==> config.mk <==
export PLATFORM = sky130hd
export DESIGN_NAME = alu_seq_ctrl
export DESIGN_NICKNAME = d
export VERILOG_FILES = /design/src/rtl/alu_seq_ctrl.sv
export SDC_FILE = /design/constraint.sdc
export NUM_CORES = 1
export LEC_CHECK = 0
export ABC_AREA = 1
export ABC_CLOCK_PERIOD_IN_PS = 9100
export CAP_MARGIN = 10
export CORE_ASPECT_RATIO = 1.1
export CORE_MARGIN = 10
export CORE_UTILIZATION = 30
export DETAILED_ROUTE_END_ITERATION = 7
export GPL_TIMING_DRIVEN = 0
export PLACE_DENSITY = 0.65
export SLEW_MARGIN = 20
export SYNTH_ARGS = -nofsm -noshare
export SYNTH_HDL_FRONTEND = slang
export SYNTH_SLANG_ARGS = --single-unit
==> constraint.sdc <==
create_clock -name clk -period 9.1 [get_ports clk]
set_input_delay 1.82 -clock clk [delete_from_list [all_inputs] [get_ports clk]]
set_output_delay 1.82 -clock clk [all_outputs]
set_load 0.05 [all_outputs]
==> src/rtl/alu_seq_ctrl.sv <==
`default_nettype none
// ============================================================================
// Module   : alu_seq_ctrl
// Purpose  : Multi-cycle sequencer that runs 32-bit word operations on a
//            shared 16-bit combinational ALU as two passes (low half, then
//            high half). Owns the architectural carry flag and chains the
//            low-half carry into the high-half pass. Flag ops (CLC/SEC) take
//            a single ALU pass and only touch the carry flag.
// Ports    : clk, rst            - clock (rising edge), async active-high reset
//            start, op, opa, opb - request; op/operands captured in IDLE
//            busy, done          - operation in progress / one-cycle finish
//            result, cy_flag     - registered 32-bit result and carry flag
//            alu_a, alu_b, alu_aluc, alu_cy_in - registered drive to the ALU
//            alu_z, alu_cy       - combinational ALU response
//            zero_flag           - only with ALU_SEQ_ZFLAG_EN defined
// Options  : ALU_SEQ_ZFLAG_EN - adds zero_flag, updated on every word op.
// Revision : 1.0 - initial release
// ============================================================================
module alu_seq_ctrl #(
  parameter int HALF_W = 16
) (
  input  logic                clk,
  input  logic                rst,
  input  logic                start,
  input  logic [2:0]          op,
  input  logic [2*HALF_W-1:0] opa,
  input  logic [2*HALF_W-1:0] opb,
  output logic                busy,
  output logic                done,
  output logic [2*HALF_W-1:0] result,
  output logic                cy_flag,
  output logic [HALF_W-1:0]   alu_a,
  output logic [HALF_W-1:0]   alu_b,
  output logic [3:0]          alu_aluc,
  output logic                alu_cy_in,
  input  logic [HALF_W-1:0]   alu_z,
  input  logic                alu_cy
`ifdef ALU_SEQ_ZFLAG_EN
  ,
  output logic                zero_flag
`endif
);

  localparam logic [2:0] c_OP_PASS = 3'b000;
  localparam logic [2:0] c_OP_NOT  = 3'b001;
  localparam logic [2:0] c_OP_ADD  = 3'b010;
  localparam logic [2:0] c_OP_ADC  = 3'b011;
  localparam logic [2:0] c_OP_OR   = 3'b100;
  localparam logic [2:0] c_OP_AND  = 3'b101;

  localparam logic [3:0] c_ALUC_PASS = 4'b0000;
  localparam logic [3:0] c_ALUC_NOT  = 4'b0010;
  localparam logic [3:0] c_ALUC_ADD  = 4'b0100;
  localparam logic [3:0] c_ALUC_ADC  = 4'b0101;
  localparam logic [3:0] c_ALUC_OR   = 4'b0110;
  localparam logic [3:0] c_ALUC_AND  = 4'b0111;
  localparam logic [3:0] c_ALUC_CLC  = 4'b1011;
  localparam logic [3:0] c_ALUC_SEC  = 4'b1100;
  localparam logic [3:0] c_ALUC_IDLE = 4'b1000;

  typedef enum logic [2:0] {
    S_IDLE = 3'd0,
    S_LO   = 3'd1,
    S_HI   = 3'd2,
    S_FLG  = 3'd3,
    S_DONE = 3'd4
  } state_t;

  state_t                state_q;
  logic [2:0]            op_q;
  // Low halves go straight to the ALU drive registers at the start edge, so
  // only the high halves need to be held for the second pass.
  logic [HALF_W-1:0]     opa_hi_q;
  logic [HALF_W-1:0]     opb_hi_q;
  logic [2*HALF_W-1:0]   result_q;
  logic                  cy_flag_q;
  logic                  busy_q;
  logic                  done_q;
  logic [HALF_W-1:0]     alu_a_q;
  logic [HALF_W-1:0]     alu_b_q;
  logic [3:0]            alu_aluc_q;
  // Carry into the ALU: cy_flag for the ADC low pass, then the captured
  // low-half carry (c_lo) for the high pass of ADD/ADC.
  logic                  cy_in_q;

  function automatic logic is_arith(input logic [2:0] o);
    return (o == c_OP_ADD) || (o == c_OP_ADC);
  endfunction

  function automatic logic [3:0] lo_aluc(input logic [2:0] o);
    case (o)
      c_OP_PASS: return c_ALUC_PASS;
      c_OP_NOT:  return c_ALUC_NOT;
      c_OP_ADD:  return c_ALUC_ADD;
      c_OP_ADC:  return c_ALUC_ADC;
      c_OP_OR:   return c_ALUC_OR;
      c_OP_AND:  return c_ALUC_AND;
      default:   return c_ALUC_IDLE;
    endcase
  endfunction

  // The high half of both ADD and ADC is an add-with-carry of the chained carry.
  function automatic logic [3:0] hi_aluc(input logic [2:0] o);
    return is_arith(o) ? c_ALUC_ADC : lo_aluc(o);
  endfunction

  always_ff @(posedge clk or posedge rst) begin
    if (rst) begin
      state_q    <= S_IDLE;
      op_q       <= 3'b000;
      opa_hi_q   <= '0;
      opb_hi_q   <= '0;
      result_q   <= '0;
      cy_flag_q  <= 1'b0;
      busy_q     <= 1'b0;
      done_q     <= 1'b0;
      alu_a_q    <= '0;
      alu_b_q    <= '0;
      alu_aluc_q <= c_ALUC_IDLE;
      cy_in_q    <= 1'b0;
    end else begin
      done_q <= 1'b0;
      case (state_q)
        S_IDLE: begin
          if (start) begin
            op_q     <= op;
            opa_hi_q <= opa[2*HALF_W-1:HALF_W];
            opb_hi_q <= opb[2*HALF_W-1:HALF_W];
            busy_q   <= 1'b1;
            if (op[2:1] == 2'b11) begin
              state_q    <= S_FLG;
              alu_aluc_q <= op[0] ? c_ALUC_SEC : c_ALUC_CLC;
            end else begin
              state_q    <= S_LO;
              alu_a_q    <= opa[HALF_W-1:0];
              alu_b_q    <= opb[HALF_W-1:0];
              alu_aluc_q <= lo_aluc(op);
              cy_in_q    <= (op == c_OP_ADC) ? cy_flag_q : 1'b0;
            end
          end
        end
        S_LO: begin
          result_q[HALF_W-1:0] <= alu_z;
          alu_a_q    <= opa_hi_q;
          alu_b_q    <= opb_hi_q;
          alu_aluc_q <= hi_aluc(op_q);
          cy_in_q    <= is_arith(op_q) ? alu_cy : 1'b0;
          state_q    <= S_HI;
        end
        S_HI: begin
          result_q[2*HALF_W-1:HALF_W] <= alu_z;
          if (is_arith(op_q)) begin
            cy_flag_q <= alu_cy;
          end
          alu_a_q    <= '0;
          alu_b_q    <= '0;
          alu_aluc_q <= c_ALUC_IDLE;
          cy_in_q    <= 1'b0;
          done_q     <= 1'b1;
          state_q    <= S_DONE;
        end
        S_FLG: begin
          cy_flag_q  <= alu_cy;
          alu_aluc_q <= c_ALUC_IDLE;
          done_q     <= 1'b1;
          state_q    <= S_DONE;
        end
        S_DONE: begin
          // A start seen here is deliberately dropped.
          busy_q  <= 1'b0;
          state_q <= S_IDLE;
        end
        default: begin
          busy_q     <= 1'b0;
          alu_aluc_q <= c_ALUC_IDLE;
          state_q    <= S_IDLE;
        end
      endcase
    end
  end

`ifdef ALU_SEQ_ZFLAG_EN
  logic zero_flag_q;

  // Judged on the full 32-bit word: new high half plus the low half
  // already captured on the LO edge.
  always_ff @(posedge clk or posedge rst) begin
    if (rst) begin
      zero_flag_q <= 1'b0;
    end else if (state_q == S_HI) begin
      zero_flag_q <= ({alu_z, result_q[HALF_W-1:0]} == '0);
    end
  end

  assign zero_flag = zero_flag_q;
`else
  // No zero flag in this build.
`endif

  assign busy      = busy_q;
  assign done      = done_q;
  assign result    = result_q;
  assign cy_flag   = cy_flag_q;
  assign alu_a     = alu_a_q;
  assign alu_b     = alu_b_q;
  assign alu_aluc  = alu_aluc_q;
  assign alu_cy_in = cy_in_q;

endmodule
`default_nettype wire

Word level (Yosys, flattened, before mapping)
Cells that the tools add are included.
Operators by class
  bitwise gates (word level): 2
  reductions and logical operators: 13
  multiplexer cells: 26
  equal/unequal tests: 18
Operator list (count)
  $pmux W16 S3: 2
  $mux W16: 4
  $pmux W4 S6: 2
  $eq A3 B2 Y1 const B: 6
  $eq A3 B3 Y1 const B: 5
  $mux W4: 3
  $pmux W4 S3: 1
  $eq A3 B1 Y1 const B: 3
  $logic_not A3 Y1: 3
  $pmux W3 S3: 1
  $reduce_and A2 Y1: 4
  $mux W1: 7
  $mux W3: 2
  $ne A2 B2 Y1 const B: 3
  $pmux W1 S2: 2
  $pmux W1 S3: 1
  $reduce_and A3 Y1: 1
  $reduce_bool A3 Y1: 1
  $reduce_or A3 Y1: 1
  $eq A2 B2 Y1 const B: 1
  $mux W2: 1
  $not A1 Y1: 2
  $reduce_bool A2 Y1: 1
  $reduce_or A2 Y1: 1
  $logic_or A1 B1 Y1: 1
Storage, ports and cells
  bits in registers: 110
  logic and storage cells: 72
  bits of input ports: 87
  output and inout bits: 72

Longest topological paths before layout
Gate-level depths: netlist of run 1.
  word-level depth: 5
  depth in mapped cells: 9
  depth with buffers taken out: 9

Worst setup path before layout of run 1
OpenSTA, ideal clock, no wires.
  path type: input -> register
  start point: input port start
  end point: register alu_aluc_q[1] (netlist: alu_aluc[1])
  setup time: 124 ps
  setup slack: 6440 ps
  cell stages on the path: 5
  data arrival time: 2536 ps
  data required time: 8976 ps
  buffers on the path: 0
  cell sequence: inv_1 o21ai_0 inv_1 a21oi_1 a21oi_1
Between the ends
  word-level cells in the longest chain between the ends: 2
Ends and longest elaborated chain
  start: declaration: line 24  | input logic start,
  $ne A2 B2 Y1 (no line)
  $reduce_and A2 Y1 (no line)
  end signal: assignment: line 119  | alu_aluc_q <= c_ALUC_IDLE;
  end signal: assignment: line 132  | alu_aluc_q <= op[0] ? c_ALUC_SEC : c_ALUC_CLC;
  end signal: assignment: line 137  | alu_aluc_q <= lo_aluc(op);
  end: declaration: line 81  | logic [3:0] alu_aluc_q;
Every way passes these cells.
A chain may end at the register's enable or synchronous reset.

Final worst setup path of run 1
  start point: register alu_aluc_q[3] (netlist: alu_aluc[3])
  end point: output port alu_aluc[3]
RTL lines
  end: declaration: line 34  | output logic [3:0] alu_aluc,
No word-level cell between the ends.

==> results by group, run 1 <==
GRT
  – Grt ovf: 0
  – Initial antenna violation count: 1
  – Total track usage: 0.139
  – Vias in the first global route: between 4k and 5k
  – Largest net degree at the start of global routing: 60
  – First-pass GRT wire length: 23400 um

CTS
  – Cts bufs inserted: 9
  – CTS tree: yes
  – CTS Hold Bufs: 0
  – CTS H-Tree Depth: 3
  – Sink Count: 110
  – Longest Clk Path Bufs: 2
  – Root buffer cell: clkbuf_16
  – Reg clk slew, reported paths: around 70 ps
  – Post-CTS resize count: 0
  – Skew-Pair Late Insertion Delay: approximately 350 ps
  – # Post-CTS Setup Buffers: 0

Setup path
  – WS Path Type: reg -> out
  – Crit path max fanout: 2
  – CP required: 7280 ps
  – CP top delay family: buffers and inverters
  – Critical path, cell by cell: clkdlybuf4s50_1
  – Crit-path slowest cell: clkdlybuf4s50_1
  – Startpoint Class: flop
  – Buffers & Inverters on Critical Path: 1
  – CP Data Arrival Time: 1710 ps
  – Crit path largest cell delay: ~800 ps
  – Total stage count of the critical path: 1
  – Reg2reg path depth: 8
  – CP endpoint kind: output pin

Placement
  – Final HPWL DP: about 11000 um
  – Placed instance area: about 6600 sq um
  – Placer Congestion: 0.827
  – # port buffers: ~160
  – Cells after DPL: about 960

Floorplanning
  – Rows: 48
  – Die width: between 100 and 150 um
  – Die Y: about 150 um
  – Core area: between 15000 and 20000 sq um
  – Die area: between 20000 and 25000 sq um
  – Top Ports: roughly 160
  – Initial Utilization: 0.304

Routing
  – Routed WL: ~15000 um
  – Number of remaining DRC errors: 0
  – Post-route antenna net violation count: 0
  – Metal1 wirelength: 6250 um
  – DR pass1 iterations: 4
  – Via-to-Cell Ratio: roughly 4.4
  – Met3 WL: approximately 830 um
  – DRT iter0 DRCs: 274
  – Highest Signal Layer: met4
  – Wire length on met2: around 7600 um
  – Via count: 4270
  – WL/cell: roughly 15 um

STA
  – Max-Slew Margin vs Limit: 0.614
  – Fin Setup TNS: 0 ps
  – Worst-Margin Slew: around 580 ps
  – Final setup vio count: 0
  – Fmax: 283 MHz
  – Final slew viol count: 0
  – Unrepaired setup endpoints after global routing: no
  – Fin. Hold Viols: 0
  – Clock Skews: ~7.6 ps
  – Tmin final: between 3000 and 4000 ps
  – Final period utilization: 0.388

Finish
  – Design Area, Final: just under 7000 sq um
  – Layout Utilization: 0.443
  – Synthesis-to-finish area growth: 45.5%
  – Most frequent cells in the layout: nand2_1 (330), clkdlybuf4s50_1 (158), dfrtp_1 (109)
  – Share of cells above drive strength 1: 0.0672
  – FILL cells: 1572
  – Nets@finish: between 800 and 900
  – Commonest non-fill, non-tap cell in the layout: nand2_1
  – Non-Filler Instances: around 980

Logic synthesis
  – Syn Std Cell Area: around 4800 sq um
  – Synth Warn #: 0
  – Mapped Cells: around 600
  – #FFs+latches synth: between 100 and 150
  – Syn_area_per_cell: ~8.0 sq um
  – Seq/Total Area, Yosys: 0.577
  – Yosys cell types: 21
  – Post-synthesis net count: between 600 and 700

Power and ir drop
  – Max VDD drop: around 0.14 mV
  – Leakage: 3.53 nW
  – Pwr/cell area: 427 nW/um^2

Outcome
  – Status: complete, no violations

Hold path
  – Hold Path Depth: 2
  – Hold Crit Class: reg -> reg

Job
  – Max Cap Violations: 0
worst min-delay path: stages (launching register included):
cell	delay [ps]
dfrtp_1	340
nand2_1	60
nand2_1	40
path summary, 6_finish.rpt:
path,to,from,slack (ps)
max,alu_aluc[3],alu_aluc[3],5570
min,alu_b[9],alu_b[9],470
max reg2reg,opb_hi_q[0],state_q[1],7490
min reg2reg,alu_b[9],alu_b[9],470
max in group asynchronous,alu_aluc[3],rst,6500
min in group asynchronous,opb_hi_q[9],rst,1880
logic make-up after synthesis:
family                 share of synthesized area
AND/OR/NAND/NOR                            0.314
buffers and inverters                     0.0595
AO/OA/AOI/OAI                             0.0491
flip-flops                                 0.577
layout make-up:
cell class / count / area, sq um / area share
flip-flops and latches: 110 / 2750 / 0.397
multi-input cells: 425 / 1730 / 0.250
repair buffers: 159 / 1610 / 0.232
clock buffers: 12 / 256 / 0.0370
well taps: 200 / 250 / 0.0361
plain buffers: 30 / 156 / 0.0225
inverters: 34 / 133 / 0.0191
clock inverters: 4 / 45.0 / 0.00649
diodes: 1 / 2.50 / 0.000361
sequential cells by signal, indices dropped and copies added, names as in the netlist:
signal     cells
alu_aluc       4
state_q        3
cy_flag        1
busy           1
opa_hi_q      16
opb_hi_q      16
done           1
op_q           3
alu_cy_in      1
alu_b         16
alu_a         16
result        32
where the power goes:
group | internal [mW] | total, mW | switching [mW]
combinational | 0.541 | 1.69 | 1.15
sequential | 0.733 | 0.867 | 0.134
clock | 0.227 | 0.404 | 0.177
total | 1.50 | 2.96 | 1.46
cell usage after synthesis (all sizes together):
| master | count | area share |
|---|---|---|
| nor2 | 7 | 0.0071 |
| buf | 24 | 0.028 |
| nand4 | 2 | 0.0039 |
| nand3 | 39 | 0.042 |
| a31oi | 1 | 0.0013 |
| dfstp | 1 | 0.0055 |
| inv | 34 | 0.027 |
| nand2 | 331 | 0.26 |
| a21oi | 4 | 0.0042 |
| clkbuf | 6 | 0.0047 |
| o21ai | 40 | 0.042 |
| dfrtp | 109 | 0.57 |
| o211ai | 1 | 0.0016 |
through the flow:
| stage | hold WS [ps] | worst slack (ps) | total power [mW] |
|---|---|---|---|
| floorplan | 449 | 4380 | 1.99 |
| global placement | 452 | 2610 | 2.56 |
| detailed placement | 457 | 5700 | 2.59 |
| CTS | 475 | 5550 | 3.00 |
| global route | 481 | 5530 | 3.17 |
| finish | 470 | 5570 | 2.96 |
routing by layer:
| layer | up-vias | GRT usage |
|---|---|---|
| li1 | 2189 | - |
| met1 | 1952 | 0.163 |
| met2 | 101 | 0.233 |
| met3 | 28 | 0.0343 |
| met4 | 0 | 0.0655 |
| met5 | - | 0 |
Power figures use the tool's default switching activity.
==> run 2: changes to the inputs <==
--- a/config.mk
+++ b/config.mk
@@ -6,7 +6,7 @@
 export NUM_CORES = 1
 export LEC_CHECK = 0
 export ABC_AREA = 1
-export ABC_CLOCK_PERIOD_IN_PS = 9100
+export ABC_CLOCK_PERIOD_IN_PS = 3500
 export CAP_MARGIN = 10
 export CORE_ASPECT_RATIO = 1.1
 export CORE_MARGIN = 10
==> constraint.sdc (replaced) <==
create_clock -name clk -period 3.5 [get_ports clk]
set_input_delay 0.7 -clock clk [delete_from_list [all_inputs] [get_ports clk]]
set_output_delay 0.7 -clock clk [all_outputs]
set_load 0.05 [all_outputs]
==> run 2 against run 1 <==
Routed wire length unchanged; first-iteration DRC count down 19%; flip-flop and latch count unchanged; global-route usage up 0.20 points; register-to-register slack worse by 5600 ps; critical endpoint unchanged.
==> results by group, run 2 (synthesis results as in run 1) <==
CTS
  – CTS Hold Bufs: 0
  – Longest Clk Path Bufs: 2
  – # Post-CTS Setup Buffers: 0
  – CTS tree: yes
  – Reg clk slew, reported paths: about 70 ps
  – Cts bufs inserted: 9
  – CTS H-Tree Depth: 3
  – Root buffer cell: clkbuf_16
  – Post-CTS resize count: 0
  – Sink Count: between 100 and 150
  – Skew-Pair Late Insertion Delay: 340 ps

Finish
  – Most frequent cells in the layout: nand2_1 (330), clkdlybuf4s50_1 (158), dfrtp_1 (109)
  – Diode count: 0
  – Commonest non-fill, non-tap cell in the layout: nand2_1
  – Non-Filler Instances: 976
  – Max reg flops: 32
  – Synthesis-to-finish area growth: 46.1%
  – Share of cells above drive strength 1: 0.0657
  – Nets@finish: 859

Routing
  – DR pass1 iterations: 4
  – Post-route antenna net violation count: 0
  – Via count: around 4.3k
  – WL/cell: between 15 and 20 um
  – Number of remaining DRC errors: 0
  – Via-to-Cell Ratio: 4.36
  – DRT iter0 DRCs: 221
  – Routed WL: 15100 um

Setup path
  – Critical path, cell by cell: clkdlybuf4s50_1
  – Crit path max fanout: 2
  – CP Data Arrival Time: between 1500 and 2000 ps
  – CP endpoint kind: output pin
  – Crit-path slowest cell: clkdlybuf4s50_1
  – WS Path Type: reg -> out
  – CP required: between 2000 and 3000 ps
  – Crit path largest cell delay: 810 ps
  – Worst r2r src: state_q[0]
  – R2r setup slk: between 1500 and 2000 ps
  – Buffers & Inverters on Critical Path: 1
  – Startpoint Class: flop
  – CP top delay family: buffers and inverters
  – Reg2reg path depth: 8
  – Reg-to-Reg End: opb_hi_q[1]

Floorplanning
  – Die Y: 152 um
  – Die width: 140 um
  – Rows: 48
  – Core area: about 16000 sq um
  – Die area: between 20000 and 25000 sq um
  – Top Ports: 159
  – Initial Utilization: 0.304

Hold path
  – WHS Endpoint: alu_b[8]
  – Hold Crit Class: reg -> reg
  – Hold Startpoint: alu_b[8]
  – Hold Path Depth: 2

Placement
  – Placer Congestion: between 0.8 and 0.9
  – Dpl ws: approximately 1200 ps
  – Cells after DPL: 961
  – # port buffers: around 160
  – Final HPWL DP: ~11000 um

STA
  – Final setup vio count: 0
  – Tmin final: about 2400 ps
  – Worst-Margin Slew: approximately 580 ps
  – Unrepaired setup endpoints after global routing: no
  – Final period utilization: 0.683
  – Fmax: approximately 420 MHz
  – Clock Skews: between 6 and 7 ps
  – Max-Slew Margin vs Limit: 0.609
  – Fin. Hold Viols: 0
  – Fin worst setup slack: around 1100 ps
  – Fin Setup TNS: 0 ps
  – Final slew viol count: 0

GRT
  – Vias in the first global route: 4355
  – Total track usage: 0.141
  – Initial antenna violation count: 0
  – First-pass GRT wire length: 24000 um
  – Largest net degree at the start of global routing: 33
  – Grt ovf: 0

Outcome
  – Status: complete, no violations

Power and ir drop
  – Max VDD drop: 0.567 mV
  – Pwr/cell area: 1100 nW/um^2
  – Leakage: about 3.5 nW

Job
  – Max Cap Violations: 0
[run 2: cell count changes in the layout (fill, tap and decap cells not counted)]
| cell | delta |
|---|---|
| buf_12 | +4 |
| diode_2 | -1 |
| clkinvlp_4 | +1 |
| clkinv_2 | -3 |
| buf_16 | -1 |
| clkbuf_8 | -1 |
| inv_6 | -1 |
| clkbuf_1 | +3 |
[run 2: stage by stage]
step	area [sq um]	power, mW	utilization	hold WS (ps)
after global placement	6610	6.67	0.421	453
after detailed placement	6690	6.73	0.426	458
after floorplan	4770	5.18	-	449
after global routing	6970	8.23	0.445	497
after CTS	6970	7.78	0.445	475
final	6970	7.67	0.445	468
[run 2: area by class of cell]
cell class | count | area, sq um
clock inverters | 1 | 30.0
multi-input cells | 425 | 1730
well taps | 200 | 250
clock buffers | 14 | 254
fillers | 1550 | 8710
inverters | 34 | 131
flip-flops and latches | 110 | 2750
plain buffers | 30 | 156
repair buffers | 162 | 1660
[run 2: where the power goes]
| part | switching, mW | leakage [nW] | internal, mW |
|---|---|---|---|
| Clock | 0.446 | 0.137 | 0.573 |
| Sequential | 0.346 | 1.36 | 1.91 |
| Combinational | 2.99 | 2.04 | 1.41 |
[run 2: how the worst max path moves through the flow]
stage | from | to | slack (ps) | cells past startpoint
final | alu_aluc[3] | alu_aluc[3] | 1110 | 1
after global routing | alu_aluc[3] | alu_aluc[3] | 1060 | 1
after CTS | alu_aluc[3] | alu_aluc[3] | 1080 | 1
after detailed placement | op[2] | alu_b[12] | 1240 | 9
after global placement | rst | alu_b[15] | 280 | 2
after floorplan | rst | alu_a[0] | 1470 | 1
[run 2: per-layer routing]
layer,part of all wire,wire length [um],global-route usage
met3,0.049,744,0.0355
met1,0.43,6520,0.169
met5,0,0,0
met2,0.49,7440,0.236
met4,0.026,391,0.0571
